`src/rtl/wb_master_pkg.sv`:
```
// Shared definitions for the Wishbone classic read/write master:
// FSM state encodings, bus widths and the default timeout.
package wb_master_pkg;

  localparam int unsigned WB_DAT_W = 32;
  localparam int unsigned WB_ADR_W = 32;
  localparam int unsigned WB_SEL_W = 4;

  // Bus cycles allowed in BUS before the optional timeout aborts the access
  localparam logic [15:0] C_TIMEOUT_DEFAULT = 16'd1000;

  typedef enum logic [1:0] {
    ST_IDLE = 2'd0,
    ST_BUS  = 2'd1,
    ST_RESP = 2'd2
  } state_t;

endpackage

```
`src/rtl/wb_master_rw_timeout_cnt.sv`:
```
// Bus-cycle timeout counter for wb_master_rw. Cleared when a command is
// accepted, counts every cycle spent in BUS, and raises o_tc during the
// C_TIMEOUT-th BUS cycle so the FSM can abort on that cycle's edge.
module wb_timeout_cnt #(
  parameter int unsigned C_TIMEOUT   = 1000,
  parameter int unsigned C_TIMEOUT_W = 16
) (
  input  logic i_clk,
  input  logic i_rst,
  input  logic i_clr,
  input  logic i_en,
  output logic o_tc
);

  localparam logic [C_TIMEOUT_W-1:0] C_LAST = C_TIMEOUT_W'(C_TIMEOUT - 1);

  logic [C_TIMEOUT_W-1:0] r_cnt;

  // Count BUS cycles; restart on each accepted command and stop at the last count
  always_ff @(posedge i_clk or posedge i_rst) begin
    if (i_rst) begin
      r_cnt <= '0;
    end else if (i_clr) begin
      r_cnt <= '0;
    end else if (i_en && (r_cnt != C_LAST)) begin
      r_cnt <= r_cnt + C_TIMEOUT_W'(1);
    end
  end

  assign o_tc = i_en && (r_cnt == C_LAST);

endmodule

```
`src/rtl/wb_master_rw.sv`:
```
// Wishbone classic single-access master bridging a valid/ready command
// channel to one bus cycle and returning a valid/ready response.
// Optional feature: define WB_MASTER_TIMEOUT_EN to abort silent bus cycles
// after C_TIMEOUT BUS cycles (reported as err + timeout).
module wb_master_rw
  import wb_master_pkg::*;
#(
  parameter int unsigned C_TIMEOUT   = 32'(C_TIMEOUT_DEFAULT),
  parameter int unsigned C_TIMEOUT_W = 16
) (
  input  logic                wb_clk_i,
  input  logic                wb_rst_i,
  // command channel
  input  logic                cmd_valid_i,
  output logic                cmd_ready_o,
  input  logic                cmd_we_i,
  input  logic [WB_ADR_W-1:0] cmd_adr_i,
  input  logic [WB_DAT_W-1:0] cmd_dat_i,
  input  logic [WB_SEL_W-1:0] cmd_sel_i,
  // response channel
  output logic                rsp_valid_o,
  input  logic                rsp_ready_i,
  output logic [WB_DAT_W-1:0] rsp_dat_o,
  output logic                rsp_err_o,
  output logic                rsp_timeout_o,
  // Wishbone master
  output logic                wb_cyc_o,
  output logic                wb_stb_o,
  output logic                wb_we_o,
  output logic [WB_SEL_W-1:0] wb_sel_o,
  output logic [WB_ADR_W-1:0] wb_adr_o,
  output logic [WB_DAT_W-1:0] wb_dat_o,
  input  logic [WB_DAT_W-1:0] wb_dat_i,
  input  logic                wb_ack_i,
  input  logic                wb_err_i
);

  state_t              r_state;
  logic                r_cyc;
  logic                r_we;
  logic [WB_SEL_W-1:0] r_sel;
  logic [WB_ADR_W-1:0] r_adr;
  logic [WB_DAT_W-1:0] r_wb_dat;
  logic                r_rsp_valid;
  logic [WB_DAT_W-1:0] r_rsp_dat;
  logic                r_rsp_err;
  logic                r_rsp_timeout;

  logic                w_cmd_fire;
  logic                w_in_bus;
  logic                w_tc;

  // Ready is gated by reset so it reads 0 while reset is held
  assign cmd_ready_o = (r_state == ST_IDLE) && !wb_rst_i;
  assign w_cmd_fire  = cmd_valid_i && cmd_ready_o;
  assign w_in_bus    = (r_state == ST_BUS);

`ifdef WB_MASTER_TIMEOUT_EN
  wb_timeout_cnt #(
    .C_TIMEOUT   (C_TIMEOUT),
    .C_TIMEOUT_W (C_TIMEOUT_W)
  ) u_timeout (
    .i_clk (wb_clk_i),
    .i_rst (wb_rst_i),
    .i_clr (w_cmd_fire),
    .i_en  (w_in_bus),
    .o_tc  (w_tc)
  );
`else
  // No timeout: BUS waits for the slave indefinitely
  assign w_tc = 1'b0;
  logic w_unused_cfg;
  assign w_unused_cfg = ^{32'(C_TIMEOUT), 32'(C_TIMEOUT_W)};
`endif

  // Command/bus/response FSM; all bus and response outputs are registered
  always_ff @(posedge wb_clk_i or posedge wb_rst_i) begin
    if (wb_rst_i) begin
      r_state       <= ST_IDLE;
      r_cyc         <= 1'b0;
      r_we          <= 1'b0;
      r_sel         <= '0;
      r_adr         <= '0;
      r_wb_dat      <= '0;
      r_rsp_valid   <= 1'b0;
      r_rsp_dat     <= '0;
      r_rsp_err     <= 1'b0;
      r_rsp_timeout <= 1'b0;
    end else begin
      case (r_state)
        ST_IDLE: begin
          if (w_cmd_fire) begin
            r_we     <= cmd_we_i;
            r_sel    <= cmd_sel_i;
            r_adr    <= cmd_adr_i;
            r_wb_dat <= cmd_we_i ? cmd_dat_i : '0;
            r_cyc    <= 1'b1;
            r_state  <= ST_BUS;
          end
        end
        ST_BUS: begin
          // err beats ack; either beats a timeout on the same edge
          if (wb_err_i) begin
            r_rsp_dat     <= '0;
            r_rsp_err     <= 1'b1;
            r_rsp_timeout <= 1'b0;
            r_rsp_valid   <= 1'b1;
            r_cyc         <= 1'b0;
            r_state       <= ST_RESP;
          end else if (wb_ack_i) begin
            r_rsp_dat     <= r_we ? '0 : wb_dat_i;
            r_rsp_err     <= 1'b0;
            r_rsp_timeout <= 1'b0;
            r_rsp_valid   <= 1'b1;
            r_cyc         <= 1'b0;
            r_state       <= ST_RESP;
          end else if (w_tc) begin
            r_rsp_dat     <= '0;
            r_rsp_err     <= 1'b1;
            r_rsp_timeout <= 1'b1;
            r_rsp_valid   <= 1'b1;
            r_cyc         <= 1'b0;
            r_state       <= ST_RESP;
          end
        end
        ST_RESP: begin
          if (rsp_ready_i) begin
            r_rsp_valid <= 1'b0;
            r_state     <= ST_IDLE;
          end
        end
        default: begin
          r_cyc       <= 1'b0;
          r_rsp_valid <= 1'b0;
          r_state     <= ST_IDLE;
        end
      endcase
    end
  end

  assign wb_cyc_o      = r_cyc;
  assign wb_stb_o      = r_cyc;
  assign wb_we_o       = r_we;
  assign wb_sel_o      = r_sel;
  assign wb_adr_o      = r_adr;
  assign wb_dat_o      = r_wb_dat;
  assign rsp_valid_o   = r_rsp_valid;
  assign rsp_dat_o     = r_rsp_dat;
  assign rsp_err_o     = r_rsp_err;
  assign rsp_timeout_o = r_rsp_timeout;

endmodule

```
`config.mk`:
```
export PLATFORM = sky130hd
export DESIGN_NAME = wb_master_rw
export DESIGN_NICKNAME = d
export VERILOG_FILES = /design/src/rtl/wb_master_pkg.sv /design/src/rtl/wb_master_rw_timeout_cnt.sv /design/src/rtl/wb_master_rw.sv
export SDC_FILE = /design/constraint.sdc
export NUM_CORES = 1
export LEC_CHECK = 0
export BUFFER_PORTS_ARGS = -buffer_cell sky130_fd_sc_hd__buf_4
export CAP_MARGIN = 10
export CELL_PAD_IN_SITES_DETAIL_PLACEMENT = 2
export CELL_PAD_IN_SITES_GLOBAL_PLACEMENT = 2
export CORE_MARGIN = 3
export CORE_UTILIZATION = 27
export CTS_CLUSTER_SIZE = 30
export DETAILED_ROUTE_END_ITERATION = 8
export GPL_ROUTABILITY_DRIVEN = 0
export PLACE_DENSITY_LB_ADDON = 0.1
export RECOVER_POWER = 25
export SETUP_SLACK_MARGIN = 0.02
export SLEW_MARGIN = 20
export SYNTH_ARGS = -nofsm -noshare
export SYNTH_HDL_FRONTEND = slang
export SYNTH_SLANG_ARGS = --single-unit
```
`constraint.sdc`:
```
create_clock -name wb_clk_i -period 3.4 [get_ports wb_clk_i]
set_input_delay 0.34 -clock wb_clk_i [delete_from_list [all_inputs] [get_ports wb_clk_i]]
set_output_delay 0.34 -clock wb_clk_i [all_outputs]
set_load 0.02 [all_outputs]
```
==> flow_metrics.env, run 1 <==
export IMPL_yosysUniqueCellTypes=21
export IMPL_p_leak_nw=3.297
export IMPL_num_fill_cells=1741
export IMPL_p_total_w=0.004791
export IMPL_crit_type="register to register"
export IMPL_synth_edff_count=0
export IMPL_tightest_slew_ps=1182
export IMPL_grt_pass1_vias=3882
export IMPL_rsz0062_at_grt="false"
export IMPL_clk_pin_slew_ps=70
export IMPL_swShare=0.3534
export IMPL_min_path_type="input port to register"
export IMPL_fin_cells=803
export IMPL_die_h_microns=133.9
export IMPL_powerDensity_mw_per_mm2=741.8
export IMPL_max_cap_violations=0
export IMPL_fin_nets=691
export IMPL_insertion_delay_ps=350
export IMPL_fin_util=0.4051
export IMPL_syn_nets=486
export IMPL_yosysMostFrequentCell="dfrtp_1"
export IMPL_remaining_drc_errors=0
export IMPL_row_count=46
export IMPL_antenna_found_initial=0
export IMPL_dp_hpwl_mm=10.07
export IMPL_avgSynthCellArea_sq_um=11.65
export IMPL_htreeDepth=3
export IMPL_cts_resized=0
export IMPL_seq_area_sq_mm=0.002653
export IMPL_ios=214
export IMPL_ys_warn_count=0
export IMPL_netlist_area_leader_share=0.6007
export IMPL_tns_ps=0
export IMPL_ant_nets=0
export IMPL_required_ps=3640
export IMPL_seqPwrFrac=0.393
export IMPL_max_vdd_ir_drop_v=0.0002295
export IMPL_overflow=0
export IMPL_grt_util_all_layers=0.1551
export IMPL_core_sq_mm=0.01594
export IMPL_p_int_w=0.003098
export IMPL_yosys_most_used_dff="dfrtp_1"
export IMPL_drt_iter0_markers=74
export IMPL_synthCells=379
export IMPL_die_area_sq_mm=0.01792
export IMPL_antenna_cells=0
export IMPL_path_max_fanout=67
export IMPL_cp_end_kind="register"
export IMPL_post_route_min_period_ps=2237
export IMPL_dr_pass1_iters=4
export IMPL_fin_crit_sh=0.6580
export IMPL_startpoint_type="register"
export IMPL_areaGrowthSynthToFinish_pct=46.27
export IMPL_wire_per_inst_microns=16.98
export IMPL_hold_buffers=0
export IMPL_die_x_microns=133.9
export IMPL_clkPwrFrac=0.214
export IMPL_synthArstFlopShare=1.000
export IMPL_numCtsBuffers=9
export IMPL_grt_pass1_wl_mm=21.82
export IMPL_vias=3486
export IMPL_drt_total_wl_mm=13.64
export IMPL_initial_core_util=0.2770
export IMPL_layout_drive_gt1_share=0.4566
export IMPL_drv_slew=0
export IMPL_synthesis_area_sq_mm=0.004415
export IMPL_slew_headroom=0.2123
export IMPL_p_sw_w=0.001693
export IMPL_postCtsSetupRepairBufs=0
export IMPL_synth_common_cells="dfrtp_1, nand2_1, mux2_4"
export IMPL_postLayoutSetupSlackWorst_ps=1163
export IMPL_vias_per_cell=4.341
export IMPL_yosysTopAreaCell="dfrtp_1"
export IMPL_arrival_ps=2470
export IMPL_fin_skew_ps=7.424
export IMPL_dpl_cell_count=789
export IMPL_setup_viol=0
export IMPL_tritoncts="yes"
export IMPL_grt_max_degree=68
export IMPL_cts_sinks=106
export IMPL_place_ws_ps=1180
export IMPL_clockBufferDepth=2
export IMPL_hold_violations=0
export IMPL_ys_top_cells_by_area="dfrtp_1, mux2_4, nand2_1"
export IMPL_cts_root_buffer="clkbuf_16"
export IMPL_multi_input_area_sq_mm=0.001509
export IMPL_ys_seq_area_frac=0.6007
export IMPL_synth_seq_cells=106
export IMPL_io_buffers=212
export IMPL_p_comb_frac=0.394
export IMPL_timing_fmax_ghz=0.4470
export IMPL_run_status="complete, no violations"
-- layer usage --
metal / global-route usage / up-vias / part of all wire
met5: 0 / - / 0
met4: 0.04229 / 0 / 0.016
met3: 0.07202 / 11 / 0.093
met2: 0.2465 / 125 / 0.48
met1: 0.1909 / 1739 / 0.41
li1: - / 1611 / -
-- critical path, cell delays in order (launching register included) --
cell     delay, ps
dfrtp_1        450
or4b_4         940
buf_4          370
mux2_4         320
-- cells in the final DEF (no fill, tap or decap), types with 2 or more instances in the layout --
master,instances
buf_4,215
dfrtp_1,106
nand2_1,99
mux2_4,35
o21ai_0,33
inv_1,32
mux2i_1,32
clkbuf_16,9
clkbuf_1,5
nor2_1,3
a21o_1,2
mux2_2,2
-- area by class of cell --
class / count / share of cell area
flip-flops and latches: 106 / 0.4107
repair buffers: 218 / 0.2516
multi-input cells: 216 / 0.2336
well taps: 216 / 0.04184
clock buffers: 11 / 0.03603
inverters: 33 / 0.01957
clock inverters: 3 / 0.006587
-- worst paths after layout --
check	end	cells after the start	start	slack (ps)
worst min register to register	wb_dat_o[31]	2	wb_dat_o[31]	490
min in group asynchronous	r_state[0]	2	wb_rst_i	240
worst max register to register	wb_adr_o[5]	3	r_state[0]	1160
worst min-delay path	wb_adr_o[11]	2	cmd_adr_i[11]	220
worst max-delay path	wb_adr_o[5]	3	r_state[0]	1160
max in group asynchronous	wb_adr_o[26]	3	wb_rst_i	1580
-- power by group through the flow --
stage               registers (W)  clock network (W)  logic, W
floorplan                 0.00235                  0  0.000555
global placement          0.00189                  0   0.00188
detailed placement        0.00191                  0   0.00193
CTS                       0.00189            0.00106   0.00193
global route              0.00194            0.00112   0.00203
finish                    0.00188            0.00102   0.00189
-- cells by family (layout without fill, tap and decap cells) --
logic type,after synthesis,in the layout,share of synthesized area
multiplexers,69,69,0.1967
flip-flops,106,106,0.6007
other,1,1,0.0008493
buffers and inverters,57,265,0.05979
AO/OA/AOI/OAI,38,38,0.04562
AND/OR/NAND/NOR,108,108,0.09634
-- registers in the layout, indices dropped and copies added, names as in the netlist --
name         cells
rsp_err_o        1
wb_cyc_o         1
r_state          2
wb_we_o          1
rsp_dat_o       32
wb_sel_o         4
rsp_valid_o      1
wb_adr_o        32
wb_dat_o        32
-- through the flow --
step                instance area [sq um]  hold WS [ps]
finish                               6459         217.3
global route                         6459         199.0
CTS                                  6470         201.8
detailed placement                   6195         476.8
global placement                     6195         463.4
floorplan                            4415         477.2
Note: power is estimated with default switching activity, not from simulation.
==> run 2, diff against run 1 <==
- ABC_AREA: default -> 1
- CORE_UTILIZATION: 27 -> 23
- clock period: 3.4 -> 1.82 ns (I/O delays scaled with it)
==> run 2 against run 1 <==
Compared with the run above:
- maximum frequency is 59% higher
- critical path depth grew 2
- area after synthesis decreased by 0.14%
- cell count grew 12%
- die area rose by 16%
- clock skew about the same
- power grew 85%
- via count rose by 9.4%
- critical path type unchanged
- largest power group is now sequential cells
- non-clock buffer count fell by 1
==> flow_metrics.env, run 2 <==
export IMPL_crit_chain="nor2_1 > nand3_4 > buf_12 > nand2_1 > o21ai_2"
export IMPL_rr_endpoint="wb_dat_o[26]"
export IMPL_yosysUniqueCellTypes=19
export IMPL_grt_max_degree=109
export IMPL_numCtsBuffers=9
export IMPL_io_buffers=212
export IMPL_layout_drive_gt1_share=0.4069
export IMPL_p_leak_nw=3.367
export IMPL_drt_total_wl_mm=14.22
export IMPL_final_cell_mix="buf_4, nand2_1, dfrtp_1, o21ai_1, inv_1"
export IMPL_powerDensity_mw_per_mm2=1366
export IMPL_postLayoutSetupSlackWorst_ps=410.9
export IMPL_cpMaxStageDelayCell="dfrtp_1"
export IMPL_cp_end_kind="register"
export IMPL_netlist_area_leader_share=0.6016
export IMPL_die_h_microns=144.5
export IMPL_cts_resized=0
export IMPL_antenna_cells=0
export IMPL_htreeDepth=3
export IMPL_synthArstFlopShare=1.000
export IMPL_tritoncts="yes"
export IMPL_worstHoldStart="rsp_ready_i"
export IMPL_cts_sinks=106
export IMPL_r2r_start="r_state[1]"
export IMPL_synth_seq_cells=106
export IMPL_antenna_found_initial=0
export IMPL_die_area_sq_mm=0.02087
export IMPL_hold_buffers=0
export IMPL_drv_slew=0
export IMPL_core_sq_mm=0.01877
export IMPL_yosysMostFrequentCell="nand2_1"
export IMPL_path_max_fanout=108
export IMPL_synthesis_area_sq_mm=0.004409
export IMPL_dr_pass1_iters=4
export IMPL_worst_r2r_path_depth=5
export IMPL_insertion_delay_ps=340
export IMPL_areaGrowthSynthToFinish_pct=46.85
export IMPL_vias_per_cell=4.238
export IMPL_clk_pin_slew_ps=70
export IMPL_required_ps=2040
export IMPL_slowest_delay_ps=450
export IMPL_remaining_drc_errors=0
export IMPL_synth_edff_count=0
export IMPL_whs_path_depth=2
export IMPL_reg2reg_slack_ps=410
export IMPL_hold_violations=0
export IMPL_rsz0062_at_grt="false"
export IMPL_ant_nets=0
export IMPL_die_x_microns=144.5
export IMPL_tightest_slew_ps=629.4
export IMPL_ys_seq_area_frac=0.6016
export IMPL_drt_iter0_markers=91
export IMPL_ys_top_cells_by_area="dfrtp_1, nand2_1, o21ai_2"
export IMPL_max_cap_violations=0
export IMPL_fin_nets=768
export IMPL_p_total_w=0.008842
export IMPL_yosys_most_used_dff="dfrtp_1"
export IMPL_place_ws_ps=422.2
export IMPL_crit_type="register to register"
export IMPL_grt_pass1_wl_mm=21.98
export IMPL_final_common_cell="buf_4"
export IMPL_dpl_cell_count=884
export IMPL_min_path_type="input port to register"
export IMPL_yosysTopAreaCell="dfrtp_1"
export IMPL_initial_core_util=0.2349
export IMPL_path_buf_inv=1
export IMPL_ys_warn_count=0
export IMPL_setup_viol=0
export IMPL_wire_per_inst_microns=15.80
export IMPL_grt_pass1_vias=4156
export IMPL_fin_skew_ps=7.310
export IMPL_fin_cells=900
export IMPL_avgSynthCellArea_sq_um=9.503
export IMPL_postCtsSetupRepairBufs=0
export IMPL_timing_fmax_ghz=0.7097
export IMPL_run_status="complete, no violations"
export IMPL_ios=214
export IMPL_post_route_min_period_ps=1409
export IMPL_synthCells=464
export IMPL_startpoint_type="register"
export IMPL_syn_nets=571
export IMPL_clockBufferDepth=2
export IMPL_arrival_ps=1630
export IMPL_cts_root_buffer="clkbuf_16"
export IMPL_grt_util_all_layers=0.1348
export IMPL_overflow=0
export IMPL_fin_crit_sh=0.7742
export IMPL_row_count=50
export IMPL_slew_headroom=0.5804
export IMPL_vias=3814
export IMPL_crit_family="simple AND/OR/NAND/NOR gates"
export IMPL_synth_common_cells="nand2_1, dfrtp_1, inv_1"
export IMPL_hold_path_endpoint="r_state[1]"
export IMPL_dp_hpwl_mm=10.21
export IMPL_tns_ps=0
export IMPL_max_vdd_ir_drop_v=0.0004350
[run 2: cell count changes after synthesis, sizes merged, moves of 2 or more]
cell	previous run	this run
mux2	37	0
clkbuf	13	11
nand2	99	175
inv	33	41
buf	11	20
a21o	2	0
o21ai	33	102
mux2i	32	0
nor2b	2	0
[run 2: cell families after synthesis]
group           Yosys count  share of synthesized area
flops                   106                     0.6016
compound gates          104                     0.1459
other cells               1                  0.0008505
simple gates            181                     0.1581
buf+inv                  72                    0.09364
[run 2: routing by layer]
metal / global-route usage / vias to the layer above / share of wire
met4: 0.04566 / 0 / 0.014
li1: - / 1834 / -
met5: 0 / - / 0
met3: 0.04993 / 13 / 0.088
met1: 0.1581 / 1846 / 0.40
met2: 0.2280 / 121 / 0.50
[run 2: worst reg2reg max path, cell delays in order (launching register included)]
cell	delay, ps
dfrtp_1	450
nor2_1	210
nand3_4	110
buf_12	240
nand2_1	220
o21ai_2	60
[run 2: stage by stage]
step / hold slack, ps / utilization / instance area (sq um)
4_1_cts: 52.71 / 0.3453 / 6481
6_report: 69.60 / 0.3450 / 6475
3_3_place_gp: 411.4 / 0.3265 / 6128
5_1_grt: 56.23 / 0.3450 / 6475
3_5_place_dp: 425.3 / 0.3265 / 6128
2_1_floorplan: 289.2 / - / 4418
[run 2: worst max path at each step]
stage | slack [ps] | end | cells past startpoint | startpoint
3_5_place_dp | 420 | wb_dat_o[31] | 5 | r_state[1]
2_1_floorplan | -780 | wb_dat_o[8] | 6 | wb_rst_i
6_report | 410 | wb_dat_o[26] | 5 | r_state[1]
5_1_grt | 260 | wb_adr_o[7] | 5 | r_state[1]
4_1_cts | 410 | wb_dat_o[26] | 5 | r_state[1]
3_3_place_gp | 470 | wb_adr_o[8] | 5 | r_state[1]
[run 2: area by class of cell]
type                    count  area (sq um)
clock inverters             6         113.9
well taps                 234         292.8
fillers                  2098         12290
inverters                  41         155.1
clock buffers              10         239.0
flip-flops and latches    106          2653
multi-input cells         286          1359
repair buffers            217          1663
[run 2: power by group]
group          switching (W)  internal (W)  total (W)
registers           0.000380       0.00300    0.00338
clock network       0.000910       0.00139    0.00230
logic                0.00184       0.00133    0.00317
total                0.00313       0.00572    0.00884
==> run 3, diff against run 2 <==
- clock period: 1.82 -> 1.2 ns (I/O delays scaled with it)
==> run 3 against run 2 <==
Compared with the run above:
- critical endpoint is now rsp_dat_o[31]
- non-clock buffer count rose by 47
- global-route usage is 3.2 points higher
- clock power is 33% higher
- wire length increased by 30%
- worst hold slack got worse by 58 ps
- sequential power grew 61%
- critical path type unchanged
- the run now ends with setup timing left
- highest routed layer unchanged
==> flow_metrics.env, run 3 (same netlist as run 2, synthesis figures left out) <==
export IMPL_min_path_type="input port to register"
export IMPL_postPlaceCellArea_sq_mm=0.006198
export IMPL_grt_util_all_layers=0.1664
export IMPL_startpoint_type="register"
export IMPL_max_vdd_ir_drop_v=0.0007313
export IMPL_clkPwrFrac=0.205
export IMPL_fin_skew_ps=5.535
export IMPL_dp_hpwl_mm=10.65
export IMPL_areaGrowthSynthToFinish_pct=82.15
export IMPL_arrival_ps=1720
export IMPL_tightest_slew_ps=1060
export IMPL_overflow=0
export IMPL_hold_path_endpoint="wb_adr_o[15]"
export IMPL_grt_pass1_vias=4658
export IMPL_path_max_fanout=6
export IMPL_fin_nets=817
export IMPL_hold_ws_ps=11.20
export IMPL_numCtsBuffers=9
export IMPL_p_comb_frac=0.432
export IMPL_post_route_min_period_ps=1482
export IMPL_clk_pin_slew_ps=70
export IMPL_antenna_found_initial=1
export IMPL_insertion_delay_ps=350
export IMPL_initial_core_util=0.2349
export IMPL_place_ws_ps=-146.9
export IMPL_p_leak_nw=4.020
export IMPL_cts_sinks=106
export IMPL_wire_per_inst_microns=19.54
export IMPL_swShare=0.3817
export IMPL_setup_viol=107
export IMPL_rsz0062_at_grt="true"
export IMPL_io_buffers=212
export IMPL_cts_root_buffer="clkbuf_16"
export IMPL_slew_headroom=0.2932
export IMPL_drt_iter0_markers=92
export IMPL_grt_pass1_wl_mm=26.44
export IMPL_grt_max_degree=107
export IMPL_reg2reg_slack_ps=-280
export IMPL_path_common_cell="buf_6"
export IMPL_failed_checks="setup timing"
export IMPL_rr_endpoint="rsp_dat_o[31]"
export IMPL_drv_slew=0
export IMPL_num_fill_cells=1988
export IMPL_p_sw_w=0.005720
export IMPL_postLayoutSetupSlackWorst_ps=-282.4
export IMPL_powerDensity_mw_per_mm2=1866
export IMPL_run_status="finished, violations left"
export IMPL_max_cap_violations=0
export IMPL_htreeDepth=3
export IMPL_final_common_cell="buf_4"
export IMPL_final_cell_mix="buf_4, dfrtp_1, nand2_1, o21ai_2"
export IMPL_ant_nets=0
export IMPL_row_count=50
export IMPL_hold_violations=0
export IMPL_crit_chain="buf_6 > buf_6 > nor2_4 > buf_6 > nand2_8 > buf_16 > nand2_2 > o21ai_1"
export IMPL_slowest_delay_ps=410
export IMPL_dr_pass1_iters=4
export IMPL_crit_type="register to register"
export IMPL_r2r_start="r_state[1]"
export IMPL_seqPwrFrac=0.364
export IMPL_layout_drive_gt1_share=0.6401
export IMPL_remaining_drc_errors=0
export IMPL_worst_r2r_path_depth=8
export IMPL_drt_total_wl_mm=18.54
export IMPL_p_int_w=0.009266
export IMPL_tritoncts="yes"
export IMPL_postLayoutCellArea_sq_mm=0.008031
export IMPL_die_h_microns=144.5
export IMPL_die_x_microns=144.5
export IMPL_vias=4193
export IMPL_required_ps=1430
export IMPL_clockBufferDepth=2
export IMPL_whs_path_depth=3
export IMPL_timing_fmax_ghz=0.6746
export IMPL_cp_end_kind="register"
export IMPL_die_area_sq_mm=0.02087
export IMPL_ios=214
export IMPL_cpMaxStageDelayCell="dfrtp_1"
export IMPL_worstHoldStart="cmd_adr_i[15]"
export IMPL_vias_per_cell=4.418
export IMPL_core_sq_mm=0.01877
export IMPL_fin_crit_sh=1.235
## run 3: cell types whose count changed in the layout (fill, tap and decap cells not counted), sizes merged
cell	before	now
diode	0	1
nand2	175	176
bufinv	3	1
clkinv	1	0
dlygate4sd3	0	5
clkbuf	11	19
clkinvlp	3	4
nand3	1	2
buf	216	251
## run 3: critical path: cells and delay by family (launching register included)
| kind | cells | cell delay [ps] |
|---|---|---|
| compound gates | 1 | 60 |
| buf+inv | 4 | 570 |
| flops | 1 | 410 |
| simple gates | 3 | 330 |
## run 3: power groups by stage
stage	combinational (W)	clock (W)	sequential, W
6_report	0.00647	0.00307	0.00545
5_1_grt	0.00694	0.00334	0.00560
4_1_cts	0.00595	0.00317	0.00526
3_5_place_dp	0.00503	0	0.00520
3_3_place_gp	0.00488	0	0.00515
2_1_floorplan	0.00142	0	0.00633
## run 3: worst max-delay path by stage
stage,start,to,slack (ps),cells after the start
2_1_floorplan,wb_rst_i,wb_dat_o[8],-1340,6
3_3_place_gp,r_state[0],wb_we_o,-40,5
3_5_place_dp,r_state[0],wb_adr_o[18],-150,5
4_1_cts,r_state[1],cmd_ready_o,-260,4
5_1_grt,r_state[1],rsp_err_o,-340,8
6_report,r_state[1],rsp_dat_o[31],-280,8
## run 3: area by class of cell
class,count,area [sq um],area share
sequential,106,2653,0.3303
timing repair buffer,264,2514,0.3130
multi-input combinational,288,2117,0.2636
tap,234,292.8,0.03645
clock buffer,11,242.7,0.03022
inverter,41,157.7,0.01963
clock inverter,4,52.55,0.006543
antenna,1,2.502,0.0003116
## run 3: per-stage QoR
stage / TNS [ps] / cells / power (W) / util
2_1_floorplan: -116610 / 464 / 0.007755 / -
3_3_place_gp: -696.6 / 890 / 0.01003 / 0.3303
3_5_place_dp: -7076 / 890 / 0.01023 / 0.3303
4_1_cts: -20430 / 943 / 0.01439 / 0.3979
5_1_grt: -28620 / 949 / 0.01588 / 0.4279
6_report: -20430 / 949 / 0.01499 / 0.4279
## run 3: what timing repair did
item / CTS / global route
pin swaps: 6 / 5
endpoints found under the hold margin: 5 / 0
setup endpoints to repair: 104 / 107
gates resized for setup: 115 / 143
hold buffers: 5 / 0
setup buffers: 17 / 3
gates cloned: 16 / 10
## run 3: per-layer routing
layer | vias up | GRT usage | part of all wire
met3 | 14 | 0.05192 | 0.062
met2 | 124 | 0.2963 | 0.54
met4 | 0 | 0.04860 | 0.013
met5 | - | 0 | 0
li1 | 1949 | - | -
met1 | 2106 | 0.1919 | 0.39
